`config.mk`:
```
export PLATFORM = sky130hd
export DESIGN_NAME = alu_arbiter_flat
export DESIGN_NICKNAME = d
export VERILOG_FILES = /design/src/rtl/alu_arbiter_if.sv /design/src/rtl/alu_arbiter.sv /design/src/flat_wrapper.sv
export SDC_FILE = /design/constraint.sdc
export NUM_CORES = 1
export LEC_CHECK = 0
export ABC_AREA = 0
export ABC_CLOCK_PERIOD_IN_PS = 2600
export CORE_MARGIN = 10
export CORE_UTILIZATION = 27
export CTS_CLUSTER_DIAMETER = 30
export CTS_CLUSTER_SIZE = 16
export DETAILED_ROUTE_END_ITERATION = 10
export PLACE_DENSITY = 0.93
export SLEW_MARGIN = 20
export SYNTH_ARGS = -nofsm -noshare
export SYNTH_HDL_FRONTEND = slang
export SYNTH_SLANG_ARGS = --single-unit
```
`constraint.sdc`:
```
create_clock -name clk -period 2.6 [get_ports clk]
set_clock_uncertainty 0.15 [all_clocks]
set_input_delay 0.52 -clock clk [delete_from_list [all_inputs] [get_ports clk]]
set_output_delay 0.52 -clock clk [all_outputs]
set_load 0.1 [all_outputs]
```
`src/rtl/alu_arbiter_if.sv`:
```
// ---------------------------------------------------------------------------
// alu_arbiter_if
// Requester-side bus of the two-port ALU arbiter. Every signal is a
// two-entry packed array indexed by requester (0/1), except the result
// data and carry, which go to both requesters.
//
//   r_cmd_valid  [1:0]          command valid, per requester
//   r_cmd_ready  [1:0]          command accepted, per requester
//   r_ops        [1:0][31:0]    operands {x0,x1,y0,y1}, x0 in MSBs
//   r_ctrl       [1:0][CTRL_W]  ALU control word
//   r_lock       [1:0]          keep the grant after this command
//   r_res_valid  [1:0]          result valid, only the owner's bit is set
//   r_res_ready  [1:0]          requester ready for its result
//   r_res        [17:0]         result data, sent to both requesters
//   r_carry                     result carry, sent to both requesters
//
// master: the requesters. slave: the arbiter.
// ---------------------------------------------------------------------------
interface alu_arbiter_if #(
    parameter int CTRL_W = 16
);
    logic [1:0]             r_cmd_valid;
    logic [1:0]             r_cmd_ready;
    logic [1:0][31:0]       r_ops;
    logic [1:0][CTRL_W-1:0] r_ctrl;
    logic [1:0]             r_lock;
    logic [1:0]             r_res_valid;
    logic [1:0]             r_res_ready;
    logic [17:0]            r_res;
    logic                   r_carry;

    modport master (
        output r_cmd_valid, r_ops, r_ctrl, r_lock, r_res_ready,
        input  r_cmd_ready, r_res_valid, r_res, r_carry
    );

    modport slave (
        input  r_cmd_valid, r_ops, r_ctrl, r_lock, r_res_ready,
        output r_cmd_ready, r_res_valid, r_res, r_carry
    );
endinterface

```
`src/rtl/alu_arbiter.sv`:
```
// ---------------------------------------------------------------------------
// alu_arbiter
// Lets two command sources share one alu_stage. Each cycle one requester is
// granted, and its operands and ctrl are forwarded to the ALU command
// handshake with no added latency. The grant is round-robin. It is frozen
// while a presented command waits for the ALU (HOLD). A requester may keep
// the grant for a bounded burst of dependent commands (LOCK). The requester
// whose command fired last owns the single in-flight result, and the result
// handshake is steered back to that requester.
//
// Ports
//   clk, rst        clock; asynchronous active-high reset
//   req             requester bus (alu_arbiter_if.slave)
//   alu_x0..alu_y1  8-bit operands to the ALU
//   alu_ctrl        ctrl word to the ALU
//   alu_cmd_valid   command valid to the ALU
//   alu_cmd_ready   ALU accepts a command
//   alu_res_valid   ALU result valid
//   alu_res_ready   result accepted by the owning requester
//   alu_res         ALU result data
//   alu_carry       ALU carry
// ---------------------------------------------------------------------------
module alu_arbiter #(
    parameter int CTRL_W    = 16,
    parameter int MAX_BURST = 4     // 1..15
) (
    input  logic              clk,
    input  logic              rst,
    alu_arbiter_if.slave      req,
    output logic [7:0]        alu_x0,
    output logic [7:0]        alu_x1,
    output logic [7:0]        alu_y0,
    output logic [7:0]        alu_y1,
    output logic [CTRL_W-1:0] alu_ctrl,
    output logic              alu_cmd_valid,
    input  logic              alu_cmd_ready,
    input  logic              alu_res_valid,
    output logic              alu_res_ready,
    input  logic [17:0]       alu_res,
    input  logic              alu_carry
);

    typedef enum logic [1:0] {
        ST_ARB  = 2'd0,
        ST_HOLD = 2'd1,
        ST_LOCK = 2'd2
    } state_t;

    localparam logic [3:0] BURST_MAX = 4'(MAX_BURST);

    state_t     state_reg;
    logic       last_reg;       // requester that fired most recently
    logic       owner_reg;      // requester owning the in-flight result
    logic       hold_g_reg;     // grant frozen while in HOLD
    logic [3:0] burst_cnt_reg;  // commands issued in the current lock

    logic        g;
    logic        cmd_valid;
    logic        fire;
    logic        lock_g;
    logic [31:0] ops_g;

    // Grant select. In ARB the requester that did not go last wins if it is
    // asking. Otherwise the grant falls back to the one that did go last.
    always_comb begin
        g = ~last_reg;
        unique case (state_reg)
            ST_ARB:  g = (req.r_cmd_valid[~last_reg] || !req.r_cmd_valid[last_reg])
                         ? ~last_reg : last_reg;
            ST_HOLD: g = hold_g_reg;
            ST_LOCK: g = last_reg;
            default: g = ~last_reg;
        endcase
    end

    // Zero-latency command path, forced quiet while reset is asserted.
    assign cmd_valid = ~rst & req.r_cmd_valid[g];
    assign fire      = cmd_valid & alu_cmd_ready;
    assign lock_g    = req.r_lock[g];
    assign ops_g     = rst ? 32'd0 : req.r_ops[g];

    assign alu_cmd_valid = cmd_valid;
    assign alu_x0        = ops_g[31:24];
    assign alu_x1        = ops_g[23:16];
    assign alu_y0        = ops_g[15:8];
    assign alu_y1        = ops_g[7:0];
    assign alu_ctrl      = rst ? '0 : req.r_ctrl[g];

    // Result path. The previous owner keeps routing until the clock edge,
    // so a drain and a new fire in the same cycle go to the right requesters.
    assign alu_res_ready = ~rst & req.r_res_ready[owner_reg];
    assign req.r_res     = alu_res;
    assign req.r_carry   = alu_carry;

    for (genvar gi = 0; gi < 2; gi++) begin : g_req
        assign req.r_cmd_ready[gi] = ~rst & (g == 1'(gi)) & alu_cmd_ready;
        assign req.r_res_valid[gi] = ~rst & (owner_reg == 1'(gi)) & alu_res_valid;
    end

    always_ff @(posedge clk or posedge rst) begin
        if (rst) begin
            state_reg     <= ST_ARB;
            last_reg      <= 1'b1;
            owner_reg     <= 1'b0;
            hold_g_reg    <= 1'b0;
            burst_cnt_reg <= 4'd0;
        end else begin
            if (fire) begin
                owner_reg <= g;
            end

            unique case (state_reg)
                ST_ARB, ST_HOLD: begin
                    if (fire) begin
                        last_reg <= g;
                        if (lock_g && (MAX_BURST > 1)) begin
                            burst_cnt_reg <= 4'd1;
                            state_reg     <= ST_LOCK;
                        end else begin
                            state_reg <= ST_ARB;
                        end
                    end else if (cmd_valid) begin
                        hold_g_reg <= g;
                        state_reg  <= ST_HOLD;
                    end else begin
                        // Nothing presented, or a held requester withdrew.
                        state_reg <= ST_ARB;
                    end
                end

                ST_LOCK: begin
                    // last_reg stays on the lock owner. The other requester
                    // therefore has priority once the lock ends.
                    if (!req.r_cmd_valid[last_reg]) begin
                        state_reg <= ST_ARB;
                    end else if (fire) begin
                        if (!lock_g || (burst_cnt_reg + 4'd1 == BURST_MAX)) begin
                            state_reg <= ST_ARB;
                        end else begin
                            burst_cnt_reg <= burst_cnt_reg + 4'd1;
                        end
                    end
                end

                default: state_reg <= ST_ARB;
            endcase
        end
    end

endmodule
```
`src/flat_wrapper.sv`:
```
// flat-port wrapper written by rule: the top's interface ports become plain ports
module alu_arbiter_flat 
#(
    parameter int CTRL_W    = 16,
    parameter int MAX_BURST = 4             
)
  (clk, rst, alu_x0, alu_x1, alu_y0, alu_y1, alu_ctrl, alu_cmd_valid, alu_cmd_ready, alu_res_valid, alu_res_ready, alu_res, alu_carry, req_r_cmd_valid, req_r_ops, req_r_ctrl, req_r_lock, req_r_res_ready, req_r_cmd_ready, req_r_res_valid, req_r_res, req_r_carry);
  alu_arbiter_if #(.CTRL_W(CTRL_W)) req_i ();
  input  logic clk;
  input  logic rst;
  output logic [7:0] alu_x0;
  output logic [7:0] alu_x1;
  output logic [7:0] alu_y0;
  output logic [7:0] alu_y1;
  output logic [CTRL_W-1:0] alu_ctrl;
  output logic alu_cmd_valid;
  input  logic alu_cmd_ready;
  input  logic alu_res_valid;
  output logic alu_res_ready;
  input  logic [17:0] alu_res;
  input  logic alu_carry;
  input wire logic [$bits(req_i.r_cmd_valid)-1:0] req_r_cmd_valid;
  input wire logic [$bits(req_i.r_ops)-1:0] req_r_ops;
  input wire logic [$bits(req_i.r_ctrl)-1:0] req_r_ctrl;
  input wire logic [$bits(req_i.r_lock)-1:0] req_r_lock;
  input wire logic [$bits(req_i.r_res_ready)-1:0] req_r_res_ready;
  output wire logic [$bits(req_i.r_cmd_ready)-1:0] req_r_cmd_ready;
  output wire logic [$bits(req_i.r_res_valid)-1:0] req_r_res_valid;
  output wire logic [$bits(req_i.r_res)-1:0] req_r_res;
  output wire logic [$bits(req_i.r_carry)-1:0] req_r_carry;
  assign req_i.r_cmd_valid = req_r_cmd_valid;
  assign req_i.r_ops = req_r_ops;
  assign req_i.r_ctrl = req_r_ctrl;
  assign req_i.r_lock = req_r_lock;
  assign req_i.r_res_ready = req_r_res_ready;
  assign req_r_cmd_ready = req_i.r_cmd_ready;
  assign req_r_res_valid = req_i.r_res_valid;
  assign req_r_res = req_i.r_res;
  assign req_r_carry = req_i.r_carry;
  alu_arbiter #(.CTRL_W(CTRL_W), .MAX_BURST(MAX_BURST)) u_core (.clk(clk), .rst(rst), .req(req_i), .alu_x0(alu_x0), .alu_x1(alu_x1), .alu_y0(alu_y0), .alu_y1(alu_y1), .alu_ctrl(alu_ctrl), .alu_cmd_valid(alu_cmd_valid), .alu_cmd_ready(alu_cmd_ready), .alu_res_valid(alu_res_valid), .alu_res_ready(alu_res_ready), .alu_res(alu_res), .alu_carry(alu_carry));
endmodule
```
==> metrics.cfg, run 1 <==
[floorplan]
die_y_um=97.4
initial_utilization_pct=27.5
die-width_um=97.4
core-area_um2=5890
die-area_um2=9490
ios=198
rows=28

[placed_design]
placed_area_um2=4530
dp_hpwl_mm=9.28
routabilityCongestion=0.910
dpl.cell_count=494
portBuffers=159

[clocking]
worstSkewPairLatency_ns=0.24
cts_inserted_buffers=3
clk_pin_slew_ns=0.05
cts.htree.levels=1
clock_path_buffers=2
cts_root_buf=clkbuf_8
cts_tree=done
cts.sinks=9

[global_route]
busiest_layer=met2
gr-total-overflow=0
grt_use_met3_pct=5.69
grt_pass1_vias=3107
grt_max_degree=45
grtUsageTotal_pct=27.5
grtUsageMet2_pct=51.3
grt_pass1_wl_mm=20.9
antenna_found_initial=2
grtUsageMet1_pct=28.7

[timing]
setup_violations=51
fin_crit_ns=2.98
rsz0062_at_grt=true
max_freq_mhz=336
hold_viol_final=0
period_share_pct=114
slew_viol_final=0
slew_headroom_pct=64.7
finalHoldWorstSlack_ns=0.286
layout_setup_ws_ns=-0.376
tightest_slew_ns=0.529

[routing]
drt_iter0_drc=184
vias_per_cell=5.84
ant_nets=0
drc=0
wl_mm=15.6
post_drt_wl_per_cell_um=30.1
dr.pass1.iters=4
via_count=3017

[layout]
fin_area_um2=5100
largest_reg_flops=4
drive_gt1_share_pct=56.7
area_growth_pct=215
final_core_util_pct=86.7
nets=569
fin_cells=517

[synth]
synth_most_common_cell=nand2_1
synth_commonest_cells=108 x nand2_1, 49 x a21oi_1, 22 x buf_4, 11 x nor2_1, 9 x clkbuf_1
synth_edf_count=0
ys_types=39
async_flop_share_pct=100
yosysWarnings=0
yosys.area.top_type=nand2_1
netlist_area_um2=1620
syn_area_per_cell_um2=5.91
ys_ff_latch=9
synthCells=274
ys_top_cells_by_area=nand2_1 25%, a21oi_1 15%, dfrtp_1 12%, buf_4 10%, mux2_2 2.8%
ys.flop_type=dfrtp_1
ys_seq_area_share_pct=14.0
synth.net_count=401
synth_top_area_share_pct=25.0

[worst_setup_path]
crit_required_ns=1.93
cp_max_fo=5
criticalPathCategory=reg2out
crit_arrival_ns=2.31
rr_worst_depth=10
slowest_delay_ns=0.60
crit_path_top_delay_cell=dfstp_2
crit_chain=buf_6, nor2b_4, a211oi_4, o31a_4, buf_4, buf_16, nand2_2, a21oi_4, buf_12
end_kind=output pin
cp-start-kind=flip-flop

[flow_run]
maxCapViolCount=0

[pwr]
p_total_uw=6850
power.net_switching_uw=4020
ir_worst_vdd_uv=795
comb_power_share_pct=93.0
clkPwrFrac_pct=2.5
p_leak_uw=0.00199
p_seq_share_pct=4.5
p_int_uw=2840
p_sw_share_pct=58.6
powerDensity_nw_per_um2=1340

[worst_hold_path]
hp-class=in2async

[status]
violations=negative setup slack
status=finished with violations

[power by group through the flow]
stage / combinational (µW) / clock, µW / sequential [µW]
after floorplan: 3590 / 0 / 255
after global placement: 5060 / 0 / 291
after detailed placement: 5200 / 0 / 299
after CTS: 5940 / 169 / 298
after global routing: 6520 / 173 / 314
final: 6370 / 173 / 310
[per-layer routing]
| metal | up-vias | part of all wire (%) |
|---|---|---|
| li1 | 1237 | - |
| met1 | 1450 | 34 |
| met2 | 244 | 51 |
| met3 | 84 | 8.6 |
| met4 | 2 | 6.4 |
| met5 | - | 0.077 |
[cell usage in the layout (no fill, tap or decap), drive strengths merged, types with 3 or more instances in the layout]
| cell type | count |
|---|---|
| dfrtp | 8 |
| buf | 95 |
| a21oi | 49 |
| nor2 | 11 |
| clkdlybuf4s50 | 102 |
| inv | 5 |
| nand2b | 4 |
| nor2b | 6 |
| mux2 | 4 |
| nor3 | 3 |
| nand3 | 3 |
| nand2 | 108 |
| mux2i | 3 |
| clkbuf | 6 |
[worst max-delay path, delay by kind of cell, from the launching register on]
kind	cells	cell delay [ns]
flip-flops	1	0.60
AO/OA/AOI/OAI	3	0.70
buffers and inverters	4	0.62
AND/OR/NAND/NOR	2	0.13
[kinds of logic (layout without fill, tap and decap cells)]
kind of cell	Yosys count	count (layout)	share of synthesized area (%)
flip-flops	9	9	14.0
multiplexers	7	7	4.64
buffers and inverters	42	209	15.3
XOR/XNOR	1	1	0.541
other	0	1	0
AO/OA/AOI/OAI	67	67	25.0
adder cells (fa/ha/maj)	2	2	1.55
AND/OR/NAND/NOR	146	146	38.9
[timing repair]
item                       in CTS  in global routing
buffers inserted                8                  5
pin swaps                      26                 19
hold buffers                    0                  0
gates resized for setup        83                 22
setup endpoints to repair      52                 51
hold endpoints to repair        0                  0
cloned                          4                  2
[through the flow]
| stage | setup TNS (ns) | setup WS, ns |
|---|---|---|
| floorplan | -5.92 | -0.184 |
| global placement | -22.64 | -0.480 |
| detailed placement | -27.86 | -0.611 |
| CTS | -9.72 | -0.223 |
| global route | -17.27 | -0.382 |
| finish | -16.62 | -0.376 |
[layout make-up]
| class | count | area, µm² |
|---|---|---|
| well taps | 75 | 93.8 |
| diodes | 1 | 2.50 |
| inverters | 5 | 18.8 |
| clock buffers | 4 | 45.0 |
| flip-flops and latches | 9 | 228 |
| fillers | 224 | 782 |
| multi-input cells | 223 | 2070 |
| repair buffers | 200 | 2640 |
[worst paths after layout]
kind	startpoint	end	slack (ns)
setup reg to reg	u_core.last_reg	u_core.burst_cnt_reg[1]	0.02
max in group asynchronous	rst	u_core.last_reg	1.79
hold reg to reg	u_core.hold_g_reg	u_core.hold_g_reg	0.48
setup / recovery	u_core.last_reg	alu_y0[3]	-0.38
hold / removal	rst	u_core.owner_reg	0.29
min in group clk	u_core.hold_g_reg	u_core.hold_g_reg	0.48
(Power assumes the default switching activity.)
==> inputs of run 2 (changes only) <==
--- a/config.mk
+++ b/config.mk
@@ -7,9 +7,8 @@
 export LEC_CHECK = 0
 export ABC_AREA = 0
 export ABC_CLOCK_PERIOD_IN_PS = 2600
-export CORE_MARGIN = 10
+export CAP_MARGIN = 20
 export CORE_UTILIZATION = 27
-export CTS_CLUSTER_DIAMETER = 30
 export CTS_CLUSTER_SIZE = 16
 export DETAILED_ROUTE_END_ITERATION = 10
 export PLACE_DENSITY = 0.93
==> run 2 against run 1 <==
  * The run still ends with negative setup slack left
  * Highest routed layer is now met4
  * Utilization up 9.1 points
  * Sequential power up 8.1%
  * Hold slack worse by 0.020 ns
  * Fmax down 2.1%
  * Register-to-register slack better by 0.03 ns
  * Design area up 5.9%
==> metrics.cfg, run 2 (synthesis gave the netlist of run 1 again) <==
[status]
status=finished with violations  ; unchanged
violations=negative setup slack  ; unchanged

[clocking]
clock_path_buffers=2  ; unchanged
cts_root_buf=clkbuf_8  ; unchanged
clk_pin_slew_ns=0.05  ; about the same
cts.sinks=9  ; unchanged
cts_inserted_buffers=3  ; unchanged
worstSkewPairLatency_ns=0.24  ; about the same
cts_tree=done  ; unchanged
cts.htree.levels=1  ; unchanged

[timing]
fin_crit_ns=3.04  ; was 2.98 ns
max_freq_mhz=329  ; was 336 MHz
period_share_pct=117  ; was 114%
tightest_slew_ns=0.702  ; was 0.529 ns
slew_headroom_pct=52.9  ; was 64.7%
setup_violations=51  ; unchanged
hold_viol_final=0  ; unchanged
rsz0062_at_grt=true  ; unchanged
finalHoldWorstSlack_ns=0.266  ; was 0.286 ns
layout_setup_ws_ns=-0.439  ; was -0.376 ns
slew_viol_final=0  ; unchanged

[layout]
largest_reg_flops=4  ; unchanged
nets=570  ; was 569
area_growth_pct=234  ; was 215%
final_core_util_pct=95.8  ; was 86.7%
mostFrequentLayoutCell=clkdlybuf4s50_1  ; unchanged
fin_area_um2=5400  ; was 5100 µm²
drive_gt1_share_pct=57.5  ; was 56.7%
layout_common_cells=102 x clkdlybuf4s50_1, 66 x nand2_4, 60 x buf_12  ; was 102 x clkdlybuf4s50_1, 63 x nand2_2, 62 x buf_12

[floorplan]
rows=27  ; was 28
die-area_um2=6310  ; was 9490 µm²
die_y_um=79.4  ; was 97.4 µm
initial_utilization_pct=28.7  ; was 27.5%
core-area_um2=5640  ; was 5890 µm²
die-width_um=79.4  ; was 97.4 µm
ios=198  ; unchanged

[pwr]
powerDensity_nw_per_um2=1360  ; was 1340 nW/µm²
p_seq_share_pct=4.6  ; was 4.5%
power.net_switching_uw=4340  ; was 4020 µW
clkPwrFrac_pct=2.3  ; was 2.5%
p_leak_uw=0.00223  ; was 0.00199 µW
comb_power_share_pct=93.1  ; was 93.0%
p_sw_share_pct=59.1  ; was 58.6%
p_int_uw=3000  ; was 2840 µW
ir_worst_vdd_uv=981  ; was 795 µV

[global_route]
antenna_found_initial=1  ; was 2
grt_pass1_wl_mm=17.8  ; was 20.9 mm
grt_pass1_vias=3222  ; was 3,107
grtUsageTotal_pct=37.8  ; was 27.5%
gr-total-overflow=0  ; unchanged
grt_max_degree=33  ; was 45

[worst_setup_path]
rr_worst_depth=6  ; was 10
end_kind=output pin  ; unchanged
crit_arrival_ns=2.37  ; was 2.31 ns
cp_max_fo=14  ; was 5
r2r-start=u_core.burst_cnt_reg[1]  ; was u_core.last_reg
r2r_end=u_core.burst_cnt_reg[0]  ; was u_core.burst_cnt_reg[1]
criticalPathCategory=reg2out  ; unchanged
crit_required_ns=1.93  ; about the same
crit_start=u_core.last_reg  ; unchanged
cp-start-kind=flip-flop  ; unchanged
r2r_slack_ns=0.05  ; was 0.02 ns

[routing]
via_count=3189  ; was 3,017
post_drt_wl_per_cell_um=29.6  ; was 30.1 µm
drt_iter0_drc=185  ; was 184
ant_nets=0  ; unchanged
drc=0  ; unchanged
dr.pass1.iters=4  ; unchanged
vias_per_cell=6.18  ; was 5.84
wl_mm=15.3  ; was 15.6 mm

[placed_design]
routabilityCongestion=1.01  ; was 0.910
placed_area_um2=4500  ; was 4530 µm²
dp_hpwl_mm=7.30  ; was 9.28 mm
portBuffers=159  ; unchanged

[worst_hold_path]
hp-class=in2async  ; unchanged

[flow_run]
maxCapViolCount=0  ; unchanged

-- run 2: changes by cell type in the layout (fill, tap and decap cells not counted), moves of 2 or more --
cell | previous run | this run
buf_12 | 62 | 60
nand2_1 | 27 | 24
nand2_2 | 63 | 17
buf_8 | 0 | 2
nand2_4 | 18 | 66
buf_6 | 4 | 8
buf_4 | 25 | 20
-- run 2: stage by stage --
step | instances | TNS [ns] | worst slack (ns) | total power, µW
after floorplan | 274 | -5.92 | -0.184 | 3840
after global placement | 488 | -21.78 | -0.465 | 5270
after detailed placement | 488 | -25.15 | -0.530 | 5390
after CTS | 510 | -10.55 | -0.263 | 6720
after global routing | 515 | -16.38 | -0.413 | 7490
final | 516 | -16.74 | -0.439 | 7340
-- run 2: how the worst max path moves through the flow --
stage | to | slack (ns) | depth (start not counted)
floorplan | alu_x0[0] | -0.18 | 8
global placement | alu_ctrl[4] | -0.47 | 8
detailed placement | alu_ctrl[2] | -0.53 | 8
CTS | alu_ctrl[13] | -0.26 | 10
global route | alu_x1[3] | -0.41 | 7
finish | alu_x1[3] | -0.44 | 7
-- run 2: power by group through the flow --
stage / sequential, µW / combinational [µW] / clock, µW
after global placement: 302 / 4970 / 0
after global routing: 335 / 6980 / 174
after CTS: 313 / 6240 / 175
after floorplan: 255 / 3590 / 0
after detailed placement: 308 / 5080 / 0
final: 335 / 6830 / 172
-- run 2: area by class of cell --
class,instances,area [µm²]
Sequential cell,9,228
Multi-Input combinational cell,223,2320
Timing Repair Buffer,201,2690
Fill cell,112,239
Antenna cell,2,5.00
Tap cell,72,90.1
Inverter,5,18.8
Clock buffer,4,45.0
-- run 2: critical path, cell delays in order (launching register included) --
cell,delay (ns)
dfstp_2,0.67
nor2b_4,0.09
a211oi_4,0.30
o31a_4,0.28
buf_12,0.18
nand2_1,0.15
a21oi_4,0.24
buf_12,0.20
-- run 2: layer usage --
metal	up-vias	global-route usage (%)	part of all wire, %
met5	-	0	0
met4	0	23.8	8.7
met3	123	8.80	9.3
met2	307	69.1	49
met1	1517	38.1	34
li1	1242	-	-
-- run 2: what timing repair did --
item                                    4_1_cts  5_1_grt
hold buffers                                  0        0
setup buffers                                11        5
cloned                                        7        4
endpoints found under the setup margin       51       51
gates resized for setup                     116       47
pin swaps                                    31       42
